<file path="src/rtl/mgt_01_fp_sqrt_arbiter_pkg.sv">
// Shared types for the MGT-01 FP square-root arbiter: arbiter states, the IEEE-754
// single-precision view of operands and the canonical quiet NaN.
package mgt_01_fp_sqrt_arbiter_pkg;

    typedef enum logic [1:0] {
        S_IDLE  = 2'd0,
        S_ISSUE = 2'd1,
        S_WAIT  = 2'd2,
        S_DONE  = 2'd3
    } sqrt_arb_state_e;

    typedef struct packed {
        logic        sign;
        logic [7:0]  exponent;
        logic [22:0] mantissa;
    } float_t;

    // Internal states of the iterative unit, kept here so both sides share one definition.
    typedef enum logic [1:0] {
        FU_IDLE = 2'd0,
        FU_BUSY = 2'd1,
        FU_DONE = 2'd2
    } fu_state_e;

    localparam float_t CANO_NAN = 32'h7FC0_0000;

endpackage

</file>
<file path="src/rtl/mgt_01_fp_sqrt_arbiter_rr.sv">
// Combinational round-robin pick: first set request at or after the pointer, wrapping,
// returned as a one-hot grant plus its index.
module mgt_01_rr_arbiter #(
    parameter int N   = 4,
    parameter int IDW = $clog2(N)
) (
    input  logic [N-1:0]   req_i,
    input  logic [IDW-1:0] ptr_i,
    output logic [N-1:0]   gnt_o,
    output logic [IDW-1:0] id_o
);

    logic [2*N-1:0] req_dbl;
    logic [N-1:0]   rot;
    logic [IDW:0]   sum;

    // Scanning downwards lets the nearest request after the pointer be written last.
    always_comb begin
        req_dbl = {req_i, req_i};
        rot     = req_dbl[ptr_i +: N];
        gnt_o   = '0;
        id_o    = '0;
        sum     = '0;
        for (int i = N - 1; i >= 0; i--) begin
            if (rot[i]) begin
                sum = {1'b0, ptr_i} + (IDW+1)'(i);
                if (sum >= (IDW+1)'(N)) begin
                    sum = sum - (IDW+1)'(N);
                end
                id_o              = sum[IDW-1:0];
                gnt_o             = '0;
                gnt_o[sum[IDW-1:0]] = 1'b1;
            end
        end
    end

endmodule

</file>
<file path="src/rtl/mgt_01_fp_sqrt_arbiter.sv">
// Shares one iterative FP square-root unit between NUM_REQ issue slots: round-robin
// grant, restart and clock the unit, return the tagged result, abort on watchdog expiry.
module mgt_01_fp_sqrt_arbiter
    import mgt_01_fp_sqrt_arbiter_pkg::*;
#(
    parameter int NUM_REQ        = 4,
    parameter int ID_W           = $clog2(NUM_REQ),
    parameter int TIMEOUT_CYCLES = 40
) (
    input  logic                  clk_i,
    input  logic                  rst_i,
    input  logic [NUM_REQ-1:0]    req_i,
    input  logic [NUM_REQ*32-1:0] radicand_i,
    output logic [NUM_REQ-1:0]    gnt_o,
    output logic                  res_valid_o,
    input  logic                  res_ready_i,
    output logic [ID_W-1:0]       res_id_o,
    output logic [31:0]           res_root_o,
    output logic                  res_invalid_o,
    output logic                  res_overflow_o,
    output logic                  res_underflow_o,
    output logic                  res_timeout_o,
    output logic [31:0]           sqrt_radicand_o,
    output logic                  sqrt_clk_en_o,
    output logic                  sqrt_rst_n_o,
    input  logic [31:0]           sqrt_root_i,
    input  logic                  sqrt_valid_i,
    input  logic                  sqrt_invalid_op_i,
    input  logic                  sqrt_overflow_i,
    input  logic                  sqrt_underflow_i
);

    localparam int WD_W = $clog2(TIMEOUT_CYCLES);

    sqrt_arb_state_e      state_q;
    logic [ID_W-1:0]      rr_ptr_q, rr_ptr_d;
    logic [ID_W-1:0]      id_q;
    float_t               radicand_q;
    float_t               root_q;
    logic                 res_valid_q, invalid_q, overflow_q, underflow_q, timeout_q;
    logic                 clk_en_q, unit_rst_n_q;
    logic [WD_W-1:0]      wdog_q;
    logic [NUM_REQ-1:0]   arb_gnt;
    logic [ID_W-1:0]      arb_id;
    logic [31:0]          sel_rad;

    mgt_01_rr_arbiter #(
        .N   (NUM_REQ),
        .IDW (ID_W)
    ) u_rr (
        .req_i (req_i),
        .ptr_i (rr_ptr_q),
        .gnt_o (arb_gnt),
        .id_o  (arb_id)
    );

    always_comb begin
        sel_rad = '0;
        for (int k = 0; k < NUM_REQ; k++) begin
            if (arb_gnt[k]) begin
                sel_rad = radicand_i[32*k +: 32];
            end
        end
    end

    assign rr_ptr_d = (id_q == ID_W'(NUM_REQ - 1)) ? '0 : id_q + ID_W'(1);

    // Grant is combinational so the requester's radicand is captured in the grant cycle.
    assign gnt_o = (state_q == S_IDLE && !rst_i) ? arb_gnt : '0;

    always_ff @(posedge clk_i) begin
        if (rst_i) begin
            state_q      <= S_IDLE;
            rr_ptr_q     <= '0;
            id_q         <= '0;
            radicand_q   <= '0;
            root_q       <= '0;
            res_valid_q  <= 1'b0;
            invalid_q    <= 1'b0;
            overflow_q   <= 1'b0;
            underflow_q  <= 1'b0;
            timeout_q    <= 1'b0;
            clk_en_q     <= 1'b0;
            unit_rst_n_q <= 1'b0;
            wdog_q       <= '0;
        end else begin
            case (state_q)
                S_IDLE: begin
                    if (|req_i) begin
                        id_q         <= arb_id;
                        radicand_q   <= sel_rad;
                        unit_rst_n_q <= 1'b0;
                        clk_en_q     <= 1'b1;
                        wdog_q       <= '0;
                        state_q      <= S_ISSUE;
                    end else begin
                        clk_en_q <= 1'b0;
                    end
                end
                S_ISSUE: begin
                    unit_rst_n_q <= 1'b1;
                    clk_en_q     <= 1'b1;
                    wdog_q       <= '0;
                    state_q      <= S_WAIT;
                end
                S_WAIT: begin
                    if (sqrt_valid_i) begin
                        root_q      <= sqrt_root_i;
                        invalid_q   <= sqrt_invalid_op_i;
                        overflow_q  <= sqrt_overflow_i;
                        underflow_q <= sqrt_underflow_i;
                        timeout_q   <= 1'b0;
                        res_valid_q <= 1'b1;
                        clk_en_q    <= 1'b0;
                        state_q     <= S_DONE;
                    end else if (wdog_q == WD_W'(TIMEOUT_CYCLES - 1)) begin
                        root_q      <= CANO_NAN;
                        invalid_q   <= 1'b0;
                        overflow_q  <= 1'b0;
                        underflow_q <= 1'b0;
                        timeout_q   <= 1'b1;
                        res_valid_q <= 1'b1;
                        clk_en_q    <= 1'b0;
                        state_q     <= S_DONE;
                    end else begin
                        wdog_q <= wdog_q + WD_W'(1);
                    end
                end
                S_DONE: begin
                    if (res_ready_i) begin
                        res_valid_q <= 1'b0;
                        rr_ptr_q    <= rr_ptr_d;
                        state_q     <= S_IDLE;
                    end
                end
                default: state_q <= S_IDLE;
            endcase
        end
    end

    assign res_valid_o     = res_valid_q;
    assign res_id_o        = id_q;
    assign res_root_o      = root_q;
    assign res_invalid_o   = invalid_q;
    assign res_overflow_o  = overflow_q;
    assign res_underflow_o = underflow_q;
    assign res_timeout_o   = timeout_q;
    assign sqrt_radicand_o = radicand_q;
    assign sqrt_clk_en_o   = clk_en_q;
    assign sqrt_rst_n_o    = unit_rst_n_q;

endmodule

</file>
<file path="config.mk">
export PLATFORM = sky130hd
export DESIGN_NAME = mgt_01_fp_sqrt_arbiter
export DESIGN_NICKNAME = d
export VERILOG_FILES = /design/src/rtl/mgt_01_fp_sqrt_arbiter_pkg.sv /design/src/rtl/mgt_01_fp_sqrt_arbiter_rr.sv /design/src/rtl/mgt_01_fp_sqrt_arbiter.sv
export SDC_FILE = /design/constraint.sdc
export NUM_CORES = 1
export LEC_CHECK = 0
export CAP_MARGIN = 20
export CORE_UTILIZATION = 25
export DETAILED_ROUTE_END_ITERATION = 8
export SLEW_MARGIN = 20
export SYNTH_ARGS = -nofsm -noshare
export SYNTH_HDL_FRONTEND = slang
export SYNTH_HIERARCHICAL = 1
export SYNTH_SLANG_ARGS = --single-unit
</file>
<file path="constraint.sdc">
create_clock -name clk_i -period 3.3 [get_ports clk_i]
set_clock_uncertainty 0.05 [all_clocks]
set_input_delay 0.495 -clock clk_i [delete_from_list [all_inputs] [get_ports clk_i]]
set_output_delay 0.495 -clock clk_i [all_outputs]
set_load 0.1 [all_outputs]
</file>
Word level (Yosys, flattened, before mapping)
Index checks and enable logic that the tools add are counted.

Register bits: 83. Input bits: 171.

Add/subtract/negate cells: 9. $lt $le $gt $ge: 12. Eq/ne operators: 10. Shift operators: 1. Multiplexer cells: 55. Reductions and logical operators: 20.

Operators with widths (number): $mux 32 (6); $mux 2 (17); $mux 4 (5); $mux 6 (3); $pmux 6 s3 (1); $mux 1 (15); $lt 2x3->1 const B (4); $reduce_and 2->1 (5); $ge 3x3->1 const B (3); $demux 1 s2 (4); $ge 2x1->1 const B (4); $pmux 2 s4 (1); $shiftx 8x3->4 (1); $sub 2x1->2 const B (4); $add 2x2->3 const B (2); $add 6x1->6 const B (1); $eq 2x2->1 const B (3); $eq 6x6->1 const B (1); $ne 2x2->1 const B (3); $reduce_and 3->1 (2); $reduce_bool 2->1 (3); $logic_and 1x1->1 (5); $pmux 1 s2 (2); $reduce_and 4->1 (1); other kinds (11) (11).

Longest topological paths before layout
Gate-level depths: netlist of run 1.

Depth in word-level cells: 16. Gate-level depth with buffers: 11. Gate-level depth less buffers: 9.

Cells and area by module
Netlist of run 1, hierarchy kept.

By module, submodules not included: mgt_01_fp_sqrt_arbiter (times used 1, cells each 443, area an instance 3918.8 um2, seq. area each 1661.6 um2); mgt_01_rr_arbiter (times used 1, cells each 62, area an instance 499.2 um2, seq. area each 0.0 um2).

Worst setup path after synthesis of run 1
Ideal clock, no wire load.

Path kind: register -> output. Start point: register rr_ptr_q[0]. End point: output gnt_o[1]. Arrival: 2810 ps. Required time: 2755 ps. Slack: -55 ps. Stages on the path, launching flop included: 8. Buffers on the path: 3. Cells stage by stage: dfxtp_1 buf_2 mux2_2 a21oi_1 o32a_1 clkbuf_1 clkbuf_1 and2_1.

Cells in the longest elaborated chain, start to end: 13.

Ends and longest elaborated chain: start, declared (RTL line mgt_01_fp_sqrt_arbiter.sv:36) `logic [ID_W-1:0] rr_ptr_q, rr_ptr_d;`; start signal, assigned (RTL line mgt_01_fp_sqrt_arbiter.sv:132) `rr_ptr_q <= rr_ptr_d;`; $add 2x2->3 (RTL line mgt_01_fp_sqrt_arbiter_rr.sv:26) `sum = {1'b0, ptr_i} + (IDW+1)'(i);`; $ge 3x3->1 or $sub 2x1->2 (tied branches) (RTL line mgt_01_fp_sqrt_arbiter_rr.sv:27, mgt_01_fp_sqrt_arbiter_rr.sv:28); $mux 2 (RTL line mgt_01_fp_sqrt_arbiter_rr.sv:27) `if (sum >= (IDW+1)'(N)) begin`; $mux 2 (RTL line mgt_01_fp_sqrt_arbiter_rr.sv:25) `if (rot[i]) begin`; $lt 2x3->1 (not written as such) or $ge 2x1->1 (tied branches) (RTL line mgt_01_fp_sqrt_arbiter_rr.sv:32) `gnt_o[sum[IDW-1:0]] = 1'b1;`; $logic_and 1x1->1 (not written as such) (RTL line mgt_01_fp_sqrt_arbiter_rr.sv:32); $mux 1 (not written as such) (RTL line mgt_01_fp_sqrt_arbiter_rr.sv:32); $demux 1 s2; $mux 4 (3 in a row) (RTL line mgt_01_fp_sqrt_arbiter_rr.sv:25); $mux 4 * (RTL line mgt_01_fp_sqrt_arbiter_rr.sv:25); net arb_gnt[1] (RTL line mgt_01_fp_sqrt_arbiter.sv:43) `logic [NUM_REQ-1:0] arb_gnt;`; $mux 4 * (RTL line mgt_01_fp_sqrt_arbiter.sv:69) `assign gnt_o = (state_q == S_IDLE && !rst_i) ? arb_gnt : '0;`; end, declared (RTL line mgt_01_fp_sqrt_arbiter.sv:14) `output logic [NUM_REQ-1:0] gnt_o,`.

Mark *: on every way through the listed nets, which the timed path passes. The rest lies on a longest branch. The select of a mux whose other input is x is not followed.

Final worst setup path of run 1
Start point: input req_i[0]. End point: output gnt_o[0].

Cells in the longest elaborated chain, start to end: 6.

Ends and longest elaborated chain: start, declared (RTL line mgt_01_fp_sqrt_arbiter.sv:12) `input logic [NUM_REQ-1:0] req_i,`; $shiftx 8x3->4 * (RTL line mgt_01_fp_sqrt_arbiter_rr.sv:20) `rot = req_dbl[ptr_i +: N];`; $mux 4 (3 in a row) (RTL line mgt_01_fp_sqrt_arbiter_rr.sv:25); $mux 4 * (RTL line mgt_01_fp_sqrt_arbiter_rr.sv:25); net arb_gnt[0] (RTL line mgt_01_fp_sqrt_arbiter.sv:43); $mux 4 * (RTL line mgt_01_fp_sqrt_arbiter.sv:69).

Mark *: on every way through the listed nets, which the timed path passes. The rest lies on a longest branch.

==> results of run 1 <==
power by group through the flow:
stage | clock network [mW] | logic, mW | registers, mW
2_1_floorplan | 0 | 1.22 | 3.18
3_3_place_gp | 0 | 4.00 | 1.44
3_5_place_dp | 0 | 4.04 | 1.44
4_1_cts | 1.09 | 4.05 | 1.43
5_1_grt | 1.12 | 4.21 | 1.46
6_report | 1.05 | 4.03 | 1.43
how the worst min path moves through the flow:
| stage | start | endpoint | cells after the start |
|---|---|---|---|
| after floorplan | wdog_q[0] | wdog_q[0] | 1 |
| after global placement | sqrt_clk_en_o | sqrt_clk_en_o | 2 |
| after detailed placement | sqrt_clk_en_o | sqrt_clk_en_o | 2 |
| after CTS | sqrt_clk_en_o | sqrt_clk_en_o | 2 |
| after global routing | sqrt_clk_en_o | sqrt_clk_en_o | 2 |
| final | sqrt_clk_en_o | sqrt_clk_en_o | 2 |
registers in the layout, summed over array words and instances, names as in the netlist:
register,cells
res_id_o,2
res_invalid_o,1
res_overflow_o,1
res_root_o,32
res_timeout_o,1
res_underflow_o,1
res_valid_o,1
rr_ptr_q,2
sqrt_clk_en_o,1
sqrt_radicand_o,32
sqrt_rst_n_o,1
state_q,2
wdog_q,6
kinds of logic after synthesis:
logic type | share of synthesized area (%)
multiplexers | 1.67
flip-flops | 37.6
AND/OR/NAND/NOR | 9.80
adder cells (fa/ha/maj) | 4.53
buffers and inverters | 6.63
AO/OA/AOI/OAI | 39.8
worst max-delay path, cell delays in order:
cell	delay, ns
clkdlybuf4s50_1	0.54
inv_1	0.10
a31oi_1	0.45
a211oi_1	0.16
o32a_1	0.38
buf_4	0.15
and2_1	0.17
buf_12	0.17
cells in the final DEF (no fill, tap or decap), types with 13 or more instances in the layout:
master	synthesis	layout
a21oi_1	75	75
inv_1	13	13
clkdlybuf4s50_1	0	219
dfxtp_1	83	82
o21ai_1	28	28
o211ai_1	36	36
nor2_1	32	32
a22oi_1	26	26
buf_4	3	36
a221o_1	30	30
ha_1	16	16
nand2_1	17	17
final cells by class:
cell class	instances	share of cell area (%)
tap	225	3.78
multi-input combinational	361	33.2
timing repair buffer	267	35.9
clock buffer	10	3.08
clock inverter	6	0.992
sequential	83	22.3
inverter	15	0.756
metal layers:
layer	share of wire, %	vias to the layer above	GRT usage (%)	wire, um
met2	48	160	31.2	8540
met1	43	2438	24.2	7680
met4	3.5	0	9.11	622
met5	0	-	0	0
met3	5.1	30	3.42	907
li1	-	2408	-	-
timing repair:
action,4_1_cts,5_1_grt
gates resized for setup,2,2
endpoints found under the hold margin,0,0
setup endpoints to repair,2,4
==> results.md, run 1 <==
- Detailed-route wire length: 17,800 um
- RSZ-0062 raised after global routing: no
- Hold Vio Cnt, Final: 0
- Max Cap Viol: 0
- Library cells used by synthesis: 51
- FP Rows: 48
- # IOs: 248
- Power density cells: 874 mW/mm2
- Worst hold path class: register to register
- FF-to-FF path depth: 10
- Clk_lat worst skew: 0.34 ns
- Nets: 924
- Worst Path Max Fanout: 5
- Core Area: 0.0173 mm2
- Post-synth top cells: dfxtp_1, a21oi_1, o211ai_1
- Pre-CTS WS: -0.0327 ns
- Fin cells: 967
- Clock sink total: 83
- Most numerous cell in the Yosys netlist: dfxtp_1
- Mapped cell area: 0.00442 mm2
- Sw Pwr: 3.51 mW
- Startpoint Class: input port
- Vias in the first global route: 4,913
- Fin worst setup slack: 0.129 ns
- Hold Worst Slack: 0.429 ns
- Fin crit period: 3.17 ns
- Final setup fails: 0
- Worst R2R End: sqrt_radicand_o[27]
- Status: finished clean
- Leakage: 2.77 nW
- Max VDD drop: 0.403 mV
- Largest net degree at the start of global routing: 40
- Placed instance count: 951
- Port bufs: 247
- Post-CTS Setup Bufs: 0
- Cts hold-fix bufs: 0
- Sequential-to-total area share from yosys stat: 37.6%
- Initial antenna violation count: 0
- EDFF count, synth: 0
- Root buf cell: clkbuf_16
- Share of layout cells above drive strength 1: 11.2%
- Worst Path Required: 2.75 ns
- Seq pwr share: 22.0%
- Arrival @ worst endpoint: 2.63 ns
- Worst-margin pin slew: 1.00 ns
- FF/Latch Area: 0.00166 mm2
- Multi-input gate area: 0.00247 mm2
- DRC errors left: 0
- Crit. Startpoint: req_i[0]
- Reg-to-reg slack, setup: 0.62 ns
- Synth top area cells: dfxtp_1, a21oi_1, a221o_1
- Tot GR Track Use: 19.1%
- First drt pass iteration count: 5
- DR vias/cell: 5.21
- First-pass GRT wire length: 27,100 um
- Total number of yosys warnings: 6
- H-tree levels: 3
- Antenna Diode Count: 0
- Clock transition at the registers of the reported paths: 0.07 ns
- 1st-iter DRT viols: 267
- Grt total ovfl: 0
- Syn avg cell area: 8.75 um2
- Via Count: 5,036
- CP Capture Type: output pin
- Ys async rst share: 0%
- Internal power: 3.00 mW
- Worst Setup EP: gnt_o[0]
- Primary FF master, synth: dfxtp_1
- Placed inst area: 0.00714 mm2
- Count of pins over their slew limit: 0
- DR WL/cell: 18.4 um
- Setup TNS Final: 0 ns
- Initial core utilization: 25.5%
- Finished Core Util: 43.0%
- Inserted Clock Buffers: 9
- TritonCTS clock tree: done
- Clock group share of total power: 16.2%
- Worst r2r src: rr_ptr_q[0]
- Die area: 0.0182 mm2
- Comb pwr share: 61.9%
- Post-layout total power: 6.51 mW
- Max Clk Rate: 315 MHz
- Worst relative slew slack: 33.0%
- Die Y-Extent: 135 um
- Synth top area share: 37.6%
- Yosys reg bits: 83
- Switching part of the total power: 53.9%
- Tcrit/Tclk final: 96.1%
- Mapped Nets: 692
- FILL cells: 1,672
- Post-Synthesis Cells: 505
- Post-route ant nets: 0
- CTS max path bufs: 2
- Critical path class: input port to output pin
- Die X: 135 um
- Final Instance Area: 0.00744 mm2
- DP Wirelength: 13,000 um
- Placer Congestion: 0.872
- Area Growth Syn to Fin: 68.5%
- Cell taking the most area after synthesis: dfxtp_1
No activity file was read; power rests on OpenSTA's default activity.
==> run 2: changes to the inputs <==
--- a/config.mk
+++ b/config.mk
@@ -11,5 +11,4 @@
 export SLEW_MARGIN = 20
 export SYNTH_ARGS = -nofsm -noshare
 export SYNTH_HDL_FRONTEND = slang
-export SYNTH_HIERARCHICAL = 1
 export SYNTH_SLANG_ARGS = --single-unit
==> run 2 against run 1 <==
Against the previous run: clock power about the same; clock-buffer cell count unchanged; cell count increased by 13%; critical path type unchanged.
==> results.md, run 2 <==
- Die area: 0.0216 mm2 (+19%)
- Critical path's top delay family: buffers and inverters
- TritonCTS clock tree: done
- Hold Worst Slack: 0.416 ns (-0.0133 ns)
- Placed instance count: 1,069 (+12%)
- # IOs: 248 (unchanged)
- Worst-margin pin slew: 1.01 ns (+0.00845 ns)
- Die Y-Extent: 147 um (+9.0%)
- Post-layout total power: 7.16 mW (+10%)
- Port bufs: 247 (unchanged)
- Clock transition at the registers of the reported paths: 0.07 ns (about the same)
- CTS max path bufs: 2 (unchanged)
- Max Cap Viol: 0 (unchanged)
- Synth top area cells: dfxtp_1, o221ai_2, a211oi_2
- Fin worst setup slack: 0.0866 ns (-0.0419 ns)
- RSZ-0062 raised after global routing: yes
- Commonest non-fill, non-tap cell in the layout: clkdlybuf4s50_1
- Post-route ant nets: 0 (unchanged)
- Worst hold start: res_root_o[21]
- Worst Path Max Fanout: 7 (+2)
- DR vias/cell: 4.80 (-7.8%)
- Slowest cell on crit path: or4_4
- Final Instance Area: 0.00853 mm2 (+15%)
- H-tree levels: 3 (unchanged)
- Worst hold path class: register to register
- Crit. Startpoint: req_i[0]
- CP Capture Type: output pin
- Mapped Nets: 756 (+9.2%)
- Syn avg cell area: 9.25 um2 (+5.7%)
- Hold Vio Cnt, Final: 0 (unchanged)
- Instance count on the critical path: 9 (+1)
- Library cells used by synthesis: 53 (+3.9%)
- Via Count: 5,222 (+3.7%)
- Most frequent cells in the layout: clkdlybuf4s50_1, dfxtp_1, a21oi_1, buf_4, nor2_1
- First-pass GRT wire length: 29,000 um (+7.2%)
- Yosys reg bits: 83 (unchanged)
- Power density cells: 840 mW/mm2 (-3.9%)
- Critical path class: input port to output pin
- Initial core utilization: 25.8% (+0.22 points)
- Arrival @ worst endpoint: 2.67 ns (+0.04 ns)
- Count of pins over their slew limit: 0 (unchanged)
- Final setup fails: 0 (unchanged)
- Largest net degree at the start of global routing: 51 (+28%)
- Worst Path Required: 2.75 ns (about the same)
- Tot GR Track Use: 17.1% (-2.0 points)
- Cell taking the most area after synthesis: dfxtp_1
- Clk_lat worst skew: 0.35 ns (about the same)
- Synth top area share: 31.6% (-6.0 points)
- Detailed-route wire length: 18,600 um (+4.8%)
- Sequential-to-total area share from yosys stat: 31.6% (-6.0 points)
- Placer Congestion: 0.808 (-7.4%)
- Clock sink total: 83 (unchanged)
- Fin cells: 1,088 (+13%)
- Buf+Inv Stages, Crit Path: 4 (unchanged)
- Worst r2r src: rr_ptr_q[0]
- Critical Path, Cell by Cell: clkdlybuf4s50_1, and4b_1, or4_4, a221oi_2, buf_4, o2bb2ai_4, buf_12, nor2_4, buf_12
- Inserted Clock Buffers: 9 (unchanged)
- Slowest stage delay, CP: 0.52 ns (-0.02 ns)
- 1st-iter DRT viols: 102 (-62%)
- Cts hold-fix bufs: 0 (unchanged)
- Worst relative slew slack: 32.4% (-0.56 points)
- Hold depth: 2 (unchanged)
- Finished Core Util: 41.7% (-1.3 points)
- Root buf cell: clkbuf_16
- Post-synth top cells: dfxtp_1, a21oi_1, nor2_1
- Core Area: 0.0204 mm2 (+18%)
- Total number of yosys warnings: 0 (-6)
- Status: finished clean
- Mapped cell area: 0.00526 mm2 (+19%)
- FF-to-FF path depth: 10 (unchanged)
- Tcrit/Tclk final: 97.4% (+1.3 points)
- First drt pass iteration count: 4 (-1)
- Area Growth Syn to Fin: 62.0%
- Die X: 147 um (+9.0%)
- Setup TNS Final: 0 ns (unchanged)
- Max Clk Rate: 311 MHz (-1.3%)
- FP Rows: 52 (+8.3%)
- Placed inst area: 0.00817 mm2 (+14%)
- Initial antenna violation count: 0 (unchanged)
- Share of layout cells above drive strength 1: 24.7% (+14 points)
- DP Wirelength: 13,400 um (+2.4%)
- Max VDD drop: 0.387 mV (-4.1%)
- Startpoint Class: input port
- Ys async rst share: 0% (unchanged)
- EDFF count, synth: 0 (unchanged)
- Vias in the first global route: 5,254 (+6.9%)
- Antenna Diode Count: 0 (unchanged)
- DRC errors left: 0 (unchanged)
- Primary FF master, synth: dfxtp_1
- Crit-path most repeated cell: buf_12
- Grt total ovfl: 0 (unchanged)
- Fin crit period: 3.21 ns (+0.0419 ns)
- Most numerous cell in the Yosys netlist: dfxtp_1
- Pre-CTS WS: -0.0353 ns (-0.00258 ns)
- Nets: 1,000 (+8.2%)
- DR WL/cell: 17.1 um (-6.9%)
- Leakage: 3.18 nW (+15%)
- Post-Synthesis Cells: 569 (+13%)
==> run 2: changes by cell type after synthesis, moves of 29 or more <==
cell,delta
o211ai_1,-35
a211oi_2,+31
a221o_1,-30
nor2_1,+30
nor3b_2,+29
o221ai_2,+29
==> run 2: power by group <==
| group | total [mW] | internal, mW | switching [mW] |
|---|---|---|---|
| logic | 4.62 | 1.37 | 3.26 |
| registers | 1.47 | 1.29 | 0.173 |
| clock network | 1.07 | 0.595 | 0.477 |
==> run 2: logic make-up after synthesis <==
kind of cell             count (synthesis)  synth area share (%)
AND/OR/NAND/NOR                        207                  22.9
AO/OA/AOI/OAI                          185                  32.2
flip-flops                              83                  31.6
buffers and inverters                   63                  6.28
adder cells (fa/ha/maj)                 16                  3.80
multiplexers                            10                  2.40
XOR/XNOR                                 5                 0.832
==> run 2: path summary, 6_finish.rpt <==
path | endpoint | slack [ns]
setup / recovery | gnt_o[2] | 0.09
hold / removal | res_root_o[21] | 0.42
hold reg to reg | res_root_o[21] | 0.42
setup reg to reg | sqrt_radicand_o[2] | 0.41
==> run 2: layer usage <==
| metal | share of wire (%) | wire length (um) | GRT usage, % |
|---|---|---|---|
| met4 | 0.97 | 180 | 4.12 |
| met3 | 9.2 | 1710 | 6.09 |
| met1 | 44 | 8100 | 20.6 |
| met2 | 46 | 8610 | 28.9 |
| met5 | 0 | 0 | 0 |
==> run 2: worst reg2reg max path: stages, from the launching register on <==
cell      delay [ns]
dfxtp_1         0.43
and4b_1         0.26
or4_4           0.52
buf_4           0.16
a221oi_2        0.33
a21oi_4         0.13
buf_4           0.16
buf_12          0.17
nor3b_1         0.23
o221ai_1        0.15
a211oi_1        0.21
==> run 2: repair_timing <==
action / CTS / global route
cloned: 0 / 0
pin swaps: 0 / 1
setup buffers: 1 / 2
endpoints found under the hold margin: 0 / 0
resized for setup: 0 / 7
endpoints found under the setup margin: 1 / 4
==> run 2: area by class of cell <==
cell class              instances  area, um2
clock buffers                  10        229
clock inverters                 6       71.3
fillers                      2045      11900
well taps                     270        338
repair buffers                289       2830
inverters                       7       26.3
multi-input cells             423       3370
flip-flops and latches         83       1660
